File: src/rtl/lemmings_pkg.sv
// Shared types and helpers for the lemming terrain model and its benches.
package lemmings_pkg;

    typedef enum logic {RUN, DEAD} world_state_e;

    // Walker FSM state encoding, for benches that model the walker side.
    localparam logic [2:0] LEFT   = 3'd0;
    localparam logic [2:0] RIGHT  = 3'd1;
    localparam logic [2:0] FALL_L = 3'd2;
    localparam logic [2:0] DIG_L  = 3'd3;
    localparam logic [2:0] FALL_R = 3'd4;
    localparam logic [2:0] DIG_R  = 3'd5;

    function automatic int unsigned cell_idx(input int unsigned r, input int unsigned c,
                                             input int unsigned n);
        return r * n + c;
    endfunction

endpackage

File: src/rtl/lemmings_terrain.sv
// R x N solid-cell map with synchronous load, single-cell clear and neighbour taps.
module lemmings_terrain #(
    parameter int unsigned N  = 8,
    parameter int unsigned R  = 4,
    parameter int unsigned XW = 3,
    parameter int unsigned YW = 2
) (
    input  logic            clk,
    input  logic            load,
    input  logic [R*N-1:0]  init_map,
    input  logic            clr,
    input  logic [XW-1:0]   clr_x,
    input  logic [YW-1:0]   clr_y,
    input  logic [XW-1:0]   pos_x,
    input  logic [YW-1:0]   pos_y,
    output logic            solid_below,
    output logic            solid_left,
    output logic            solid_right
);

    localparam logic [XW-1:0] LAST_COL = XW'(N - 1);
    localparam logic [YW-1:0] LAST_ROW = YW'(R - 1);

    // Packed so that bit r*N+c of init_map lands on map_q[r][c].
    logic [R-1:0][N-1:0] map_q;

    always_ff @(posedge clk) begin
        if (load) begin
            map_q <= init_map;
        end else if (clr) begin
            map_q[clr_y][clr_x] <= 1'b0;
        end
    end

    // Floor and side walls read as solid.
    always_comb begin
        solid_below = 1'b1;
        solid_left  = 1'b1;
        solid_right = 1'b1;
        if (pos_y != LAST_ROW) begin
            solid_below = map_q[pos_y + 1'b1][pos_x];
        end
        if (pos_x != '0) begin
            solid_left = map_q[pos_y][pos_x - 1'b1];
        end
        if (pos_x != LAST_COL) begin
            solid_right = map_q[pos_y][pos_x + 1'b1];
        end
    end

endmodule

File: src/rtl/lemmings_world.sv
// Environment side of the lemming walker: position, falls, digging and fatal landings.
module lemmings_world
    import lemmings_pkg::*;
#(
    parameter int unsigned N          = 8,
    parameter int unsigned R          = 4,
    parameter int unsigned START_X    = 0,
    parameter int unsigned DIG_CYCLES = 3,
    parameter int unsigned SPLAT_FALL = 3,
    parameter int unsigned XW         = 3,
    parameter int unsigned YW         = 2
) (
    input  logic            clk,
    input  logic            resetn,
    input  logic [R*N-1:0]  terrain_init,
    input  logic            walk_left,
    input  logic            walk_right,
    input  logic            aaah,
    input  logic            digging,
    output logic            ground,
    output logic            bump_left,
    output logic            bump_right,
    output logic [XW-1:0]   pos_x,
    output logic [YW-1:0]   pos_y,
    output logic            splat,
    output logic            protocol_err
);

    localparam int unsigned CELLS = R * N;
    localparam int unsigned DW    = $clog2(DIG_CYCLES + 1);
    localparam int unsigned FW    = $clog2(SPLAT_FALL + 1);
    localparam logic [YW-1:0]    LAST_ROW   = YW'(R - 1);
    localparam logic [DW-1:0]    DIG_LAST   = DW'(DIG_CYCLES - 1);
    localparam logic [FW-1:0]    FALL_LIMIT = FW'(SPLAT_FALL);
    localparam logic [CELLS-1:0] START_MASK = ~(CELLS'(1) << cell_idx(0, START_X, N));

    world_state_e  state_q, state_d;
    logic [XW-1:0] pos_x_q, pos_x_d;
    logic [YW-1:0] pos_y_q, pos_y_d;
    logic [DW-1:0] dig_cnt_q, dig_cnt_d;
    logic [FW-1:0] fall_cnt_q, fall_cnt_d;
    logic          splat_q, splat_d;
    logic          perr_q, perr_d;
    logic          dig_clr;
    logic          one_hot;
    logic          solid_below, solid_left, solid_right;
    logic [YW-1:0] dig_row;

    assign dig_row = pos_y_q + 1'b1;

    lemmings_terrain #(
        .N  (N),
        .R  (R),
        .XW (XW),
        .YW (YW)
    ) u_terrain (
        .clk         (clk),
        .load        (!resetn),
        .init_map    (terrain_init & START_MASK),
        .clr         (dig_clr),
        .clr_x       (pos_x_q),
        .clr_y       (dig_row),
        .pos_x       (pos_x_q),
        .pos_y       (pos_y_q),
        .solid_below (solid_below),
        .solid_left  (solid_left),
        .solid_right (solid_right)
    );

    assign ground       = solid_below;
    assign bump_left    = walk_left & solid_left;
    assign bump_right   = walk_right & solid_right;
    assign pos_x        = pos_x_q;
    assign pos_y        = pos_y_q;
    assign splat        = splat_q;
    assign protocol_err = perr_q;

    always_comb begin
        one_hot    = $onehot({walk_left, walk_right, aaah, digging});
        state_d    = state_q;
        pos_x_d    = pos_x_q;
        pos_y_d    = pos_y_q;
        dig_cnt_d  = dig_cnt_q;
        fall_cnt_d = fall_cnt_q;
        splat_d    = splat_q;
        perr_d     = perr_q;
        dig_clr    = 1'b0;

        if (state_q == RUN) begin
            if (!one_hot) begin
                perr_d = 1'b1;
            end else begin
                if (!digging) begin
                    dig_cnt_d = '0;
                end
                if (walk_left && !bump_left) begin
                    pos_x_d = pos_x_q - 1'b1;
                end
                if (walk_right && !bump_right) begin
                    pos_x_d = pos_x_q + 1'b1;
                end
                if (aaah) begin
                    if (!ground) begin
                        pos_y_d = pos_y_q + 1'b1;
                        if (fall_cnt_q != FALL_LIMIT) begin
                            fall_cnt_d = fall_cnt_q + 1'b1;
                        end
                    end else if (fall_cnt_q >= FALL_LIMIT) begin
                        splat_d = 1'b1;
                        state_d = DEAD;
                    end else begin
                        fall_cnt_d = '0;
                    end
                end
                // The floor row has nothing diggable below it.
                if (digging) begin
                    if (ground && pos_y_q != LAST_ROW) begin
                        if (dig_cnt_q == DIG_LAST) begin
                            dig_clr   = 1'b1;
                            dig_cnt_d = '0;
                        end else begin
                            dig_cnt_d = dig_cnt_q + 1'b1;
                        end
                    end else begin
                        dig_cnt_d = '0;
                    end
                end
            end
        end
    end

    always_ff @(posedge clk) begin
        if (!resetn) begin
            state_q    <= RUN;
            pos_x_q    <= XW'(START_X);
            pos_y_q    <= '0;
            dig_cnt_q  <= '0;
            fall_cnt_q <= '0;
            splat_q    <= 1'b0;
            perr_q     <= 1'b0;
        end else begin
            state_q    <= state_d;
            pos_x_q    <= pos_x_d;
            pos_y_q    <= pos_y_d;
            dig_cnt_q  <= dig_cnt_d;
            fall_cnt_q <= fall_cnt_d;
            splat_q    <= splat_d;
            perr_q     <= perr_d;
        end
    end

endmodule

File: config.mk
export PLATFORM = sky130hd
export DESIGN_NAME = lemmings_world
export DESIGN_NICKNAME = d
export VERILOG_FILES = /design/src/rtl/lemmings_pkg.sv /design/src/rtl/lemmings_terrain.sv /design/src/rtl/lemmings_world.sv
export SDC_FILE = /design/constraint.sdc
export NUM_CORES = 1
export LEC_CHECK = 0
export CAP_MARGIN = 10
export CORE_UTILIZATION = 56
export CTS_BUF_LIST = sky130_fd_sc_hd__clkbuf_4
export CTS_CLUSTER_DIAMETER = 120
export DETAILED_ROUTE_END_ITERATION = 6
export PLACE_DENSITY = 0.94
export SETUP_SLACK_MARGIN = 0.4
export SLEW_MARGIN = 30
export SYNTH_ARGS = -nofsm -noshare
export SYNTH_HDL_FRONTEND = slang
export SYNTH_HIERARCHICAL = 1
export SYNTH_SLANG_ARGS = --single-unit
export TNS_END_PERCENT = 20
File: constraint.sdc
create_clock -name clk -period 4 [get_ports clk]
set_input_delay 0.4 -clock clk [delete_from_list [all_inputs] [get_ports clk]]
set_output_delay 0.4 -clock clk [all_outputs]
set_load 0.005 [all_outputs]
==> flow_metrics.py <==
metrics = {
    "outcome": {
        "run_status": "finished, final reports clean",
    },
    "routing": {
        "firstDrtPassIters": 5,
        "wl_per_cell_um": 17.17,
        "via_per_inst": 6.161,
        "antenna_left": 0,
        "num_vias": 2557,
        "dr.first_iter.drc_count": 260,
        "wl_um": 7125,
        "drc": 0,
    },
    "finish": {
        "num-nets-final": 396,
        "diodes": 0,
        "fill_cells": 374,
        "drive_gt1_frac": 0.1006,
        "regArea_um2": 1206,
        "multiInputGateArea_um2": 1629,
        "final_cells": 415,
        "synthToLayoutAreaGrowth_pct": 20.66,
    },
    "synth": {
        "synth.cell_area_um2": 2937,
        "ys.flop_type": "edfxtp_1",
        "synth_largest_area_cell": "edfxtp_1",
        "syn-num-nets": 353,
        "synthCells": 304,
        "synth.avg_cell_area_um2": 9.660,
        "synth-seq-cells": 44,
        "ys_async_sr_fraction": 0,
        "yosys-top-cells-count": "68 x o21ai_0, 47 x nand2_1, 32 x edfxtp_1, 14 x a21oi_1",
        "synth_edf_count": 32,
        "ys_types": 46,
        "synth_top_area_frac": 0.3272,
        "yosysMostFrequentCell": "o21ai_0",
        "synth-seq-area-share": 0.4090,
        "ys_warn_count": 6,
        "synthTopCellsByArea": "edfxtp_1 33%, o21ai_0 12%, mux4_2 9.2%",
    },
    "critical_path": {
        "cp.required_ns": 3.60,
        "worst-r2r-setup-slack_ns": 0.74,
        "start_kind": "flip-flop",
        "arrival_ns": 3.03,
        "crit_fanout": 12,
        "endpoint_kind": "output pin",
        "crit_type": "reg2out",
    },
    "cts": {
        "cts_htree_levels": 2,
        "cts_buffers": 5,
        "clk_latency_ns": 0.37,
        "tritoncts": "yes",
        "cts_hold_buf": 0,
        "cts.sinks": 44,
        "path_clk_slew_ns": 0.13,
        "cts_setup_buffers": 0,
        "root_buffer": "clkbuf_4",
        "ctsLongestPathBuffers": 2,
    },
    "hold_path": {
        "hold_path.class": "reg2reg",
    },
    "global_route": {
        "grt_pass1_wl_um": 11720,
        "grt_max_degree": 44,
        "gr-total-overflow": 0,
        "track_usage": 0.2846,
        "antenna_found_initial": 0,
        "grt_pass1_vias": 2486,
    },
    "pwr": {
        "power_density_nw_per_um2": 356.8,
        "p_leak_nw": 1.241,
        "vdd_ir_drop_max_mv": 0.2797,
    },
    "place": {
        "dp_hpwl_um": 4993,
        "place_worst_setup_slack_ns": 0.4747,
        "place_congestion": 0.9275,
        "dp_cells": 407,
        "port-buffer-count": 46,
    },
    "die": {
        "coreArea_um2": 4880,
        "die-area_um2": 5538,
        "io_pins": 48,
        "die_h_um": 74.42,
        "rows": 25,
        "start_util": 0.6018,
        "fp.dieW_um": 74.42,
    },
    "sta": {
        "setup-violations-final": 0,
        "max_freq_ghz": 0.2914,
        "hold_viol_final": 0,
        "skew_ns": 0.004477,
        "post-route-period-util": 0.8581,
        "worst_pin_slew_ns": 0.6974,
        "setup_tns_ns": 0,
        "holdWs_ns": 0.4670,
        "relSlewSlack": 0.5322,
        "rsz0062_at_grt": "false",
        "finalMaxSlewViolations": 0,
        "fin_crit_ns": 3.432,
        "worst_slack_ns": 0.5678,
    },
    "run": {
        "maxCapViolations": 0,
    },
}
## stage by stage
stage	cell area, um^2	total power [W]	util
floorplan	2937	0.0008314	-
global placement	3458	0.0009525	0.7087
detailed placement	3458	0.0009738	0.7087
CTS	3541	0.001260	0.7256
global route	3543	0.001327	0.7262
finish	3543	0.001264	0.7262
## final timing paths
path | startpoint | end | cells after the start
max | pos_y[1] | ground | 8
min | splat | splat | 2
max reg2reg | pos_y[1] | u_terrain/map_q[4] | 11
min reg2reg | splat | splat | 2
## cells by family (layout without fill, tap and decap cells)
group,after synthesis,in the layout,synth area share
AOI/OAI and AO/OA,101,101,0.1960
adders and majority gates,11,11,0.05198
buffers and inverters,25,69,0.03622
other,1,1,0.001277
xor gates and xnor gates,3,3,0.008949
DFF,44,44,0.4090
and+or+nand+nor,94,94,0.1598
muxes,25,25,0.1368
## timing repair
action | CTS | global route
hold endpoints to repair | 0 | 0
resized for setup | 2 | 1
setup endpoints to repair | 1 | 1
## final cells by class
type,count,area share
repair buffers,50,0.1419
flip-flops and latches,44,0.3404
multi-input cells,235,0.4597
clock buffers,6,0.01271
well taps,67,0.02366
inverters,11,0.01165
clock inverters,2,0.009887
## registers in the layout (all words and copies together), names as in the netlist
| name | flops |
|---|---|
| pos_y | 2 |
| protocol_err | 1 |
| pos_x | 3 |
| fall_cnt_q | 2 |
| splat | 1 |
| dig_cnt_q | 2 |
| u_terrain/map_q | 32 |
| state_q | 1 |
## cells in the final DEF, fill, tap and decap left out, types with 10 or more instances in the layout
cell	Yosys	layout
inv_1	10	10
o21ai_0	68	68
mux2i_1	12	12
mux4_2	12	12
clkdlybuf4s50_1	0	46
dfxtp_1	12	10
a21oi_1	14	14
nand2_1	47	47
nor2_1	12	12
edfxtp_1	32	32
## worst max-delay path, stage by stage (launching register included)
cell and delay [ns]:
dfxtp_1 0.32, buf_4 0.19, ha_1 0.51, and2_1 0.27
a21oi_1 0.11, o21ai_0 0.19, a21oi_1 0.09, o41a_1 0.49
clkdlybuf4s50_1 0.49
## per-layer routing
metal / up-vias / routed length [um] / GRT usage / part of all wire
li1: 1211 / - / - / -
met1: 1190 / 2833 / 0.3583 / 0.40
met2: 138 / 3574 / 0.4805 / 0.50
met3: 18 / 536 / 0.04336 / 0.075
met4: 0 / 180 / 0.1363 / 0.025
met5: - / 0 / 0 / 0
## power breakdown
part / total (W) / switching, W / internal, W
clock network: 0.000289 / 0.000151 / 0.000138
registers: 0.000572 / 0.0000411 / 0.000531
logic: 0.000403 / 0.000204 / 0.000198
No activity file was read; power rests on OpenSTA's default activity.
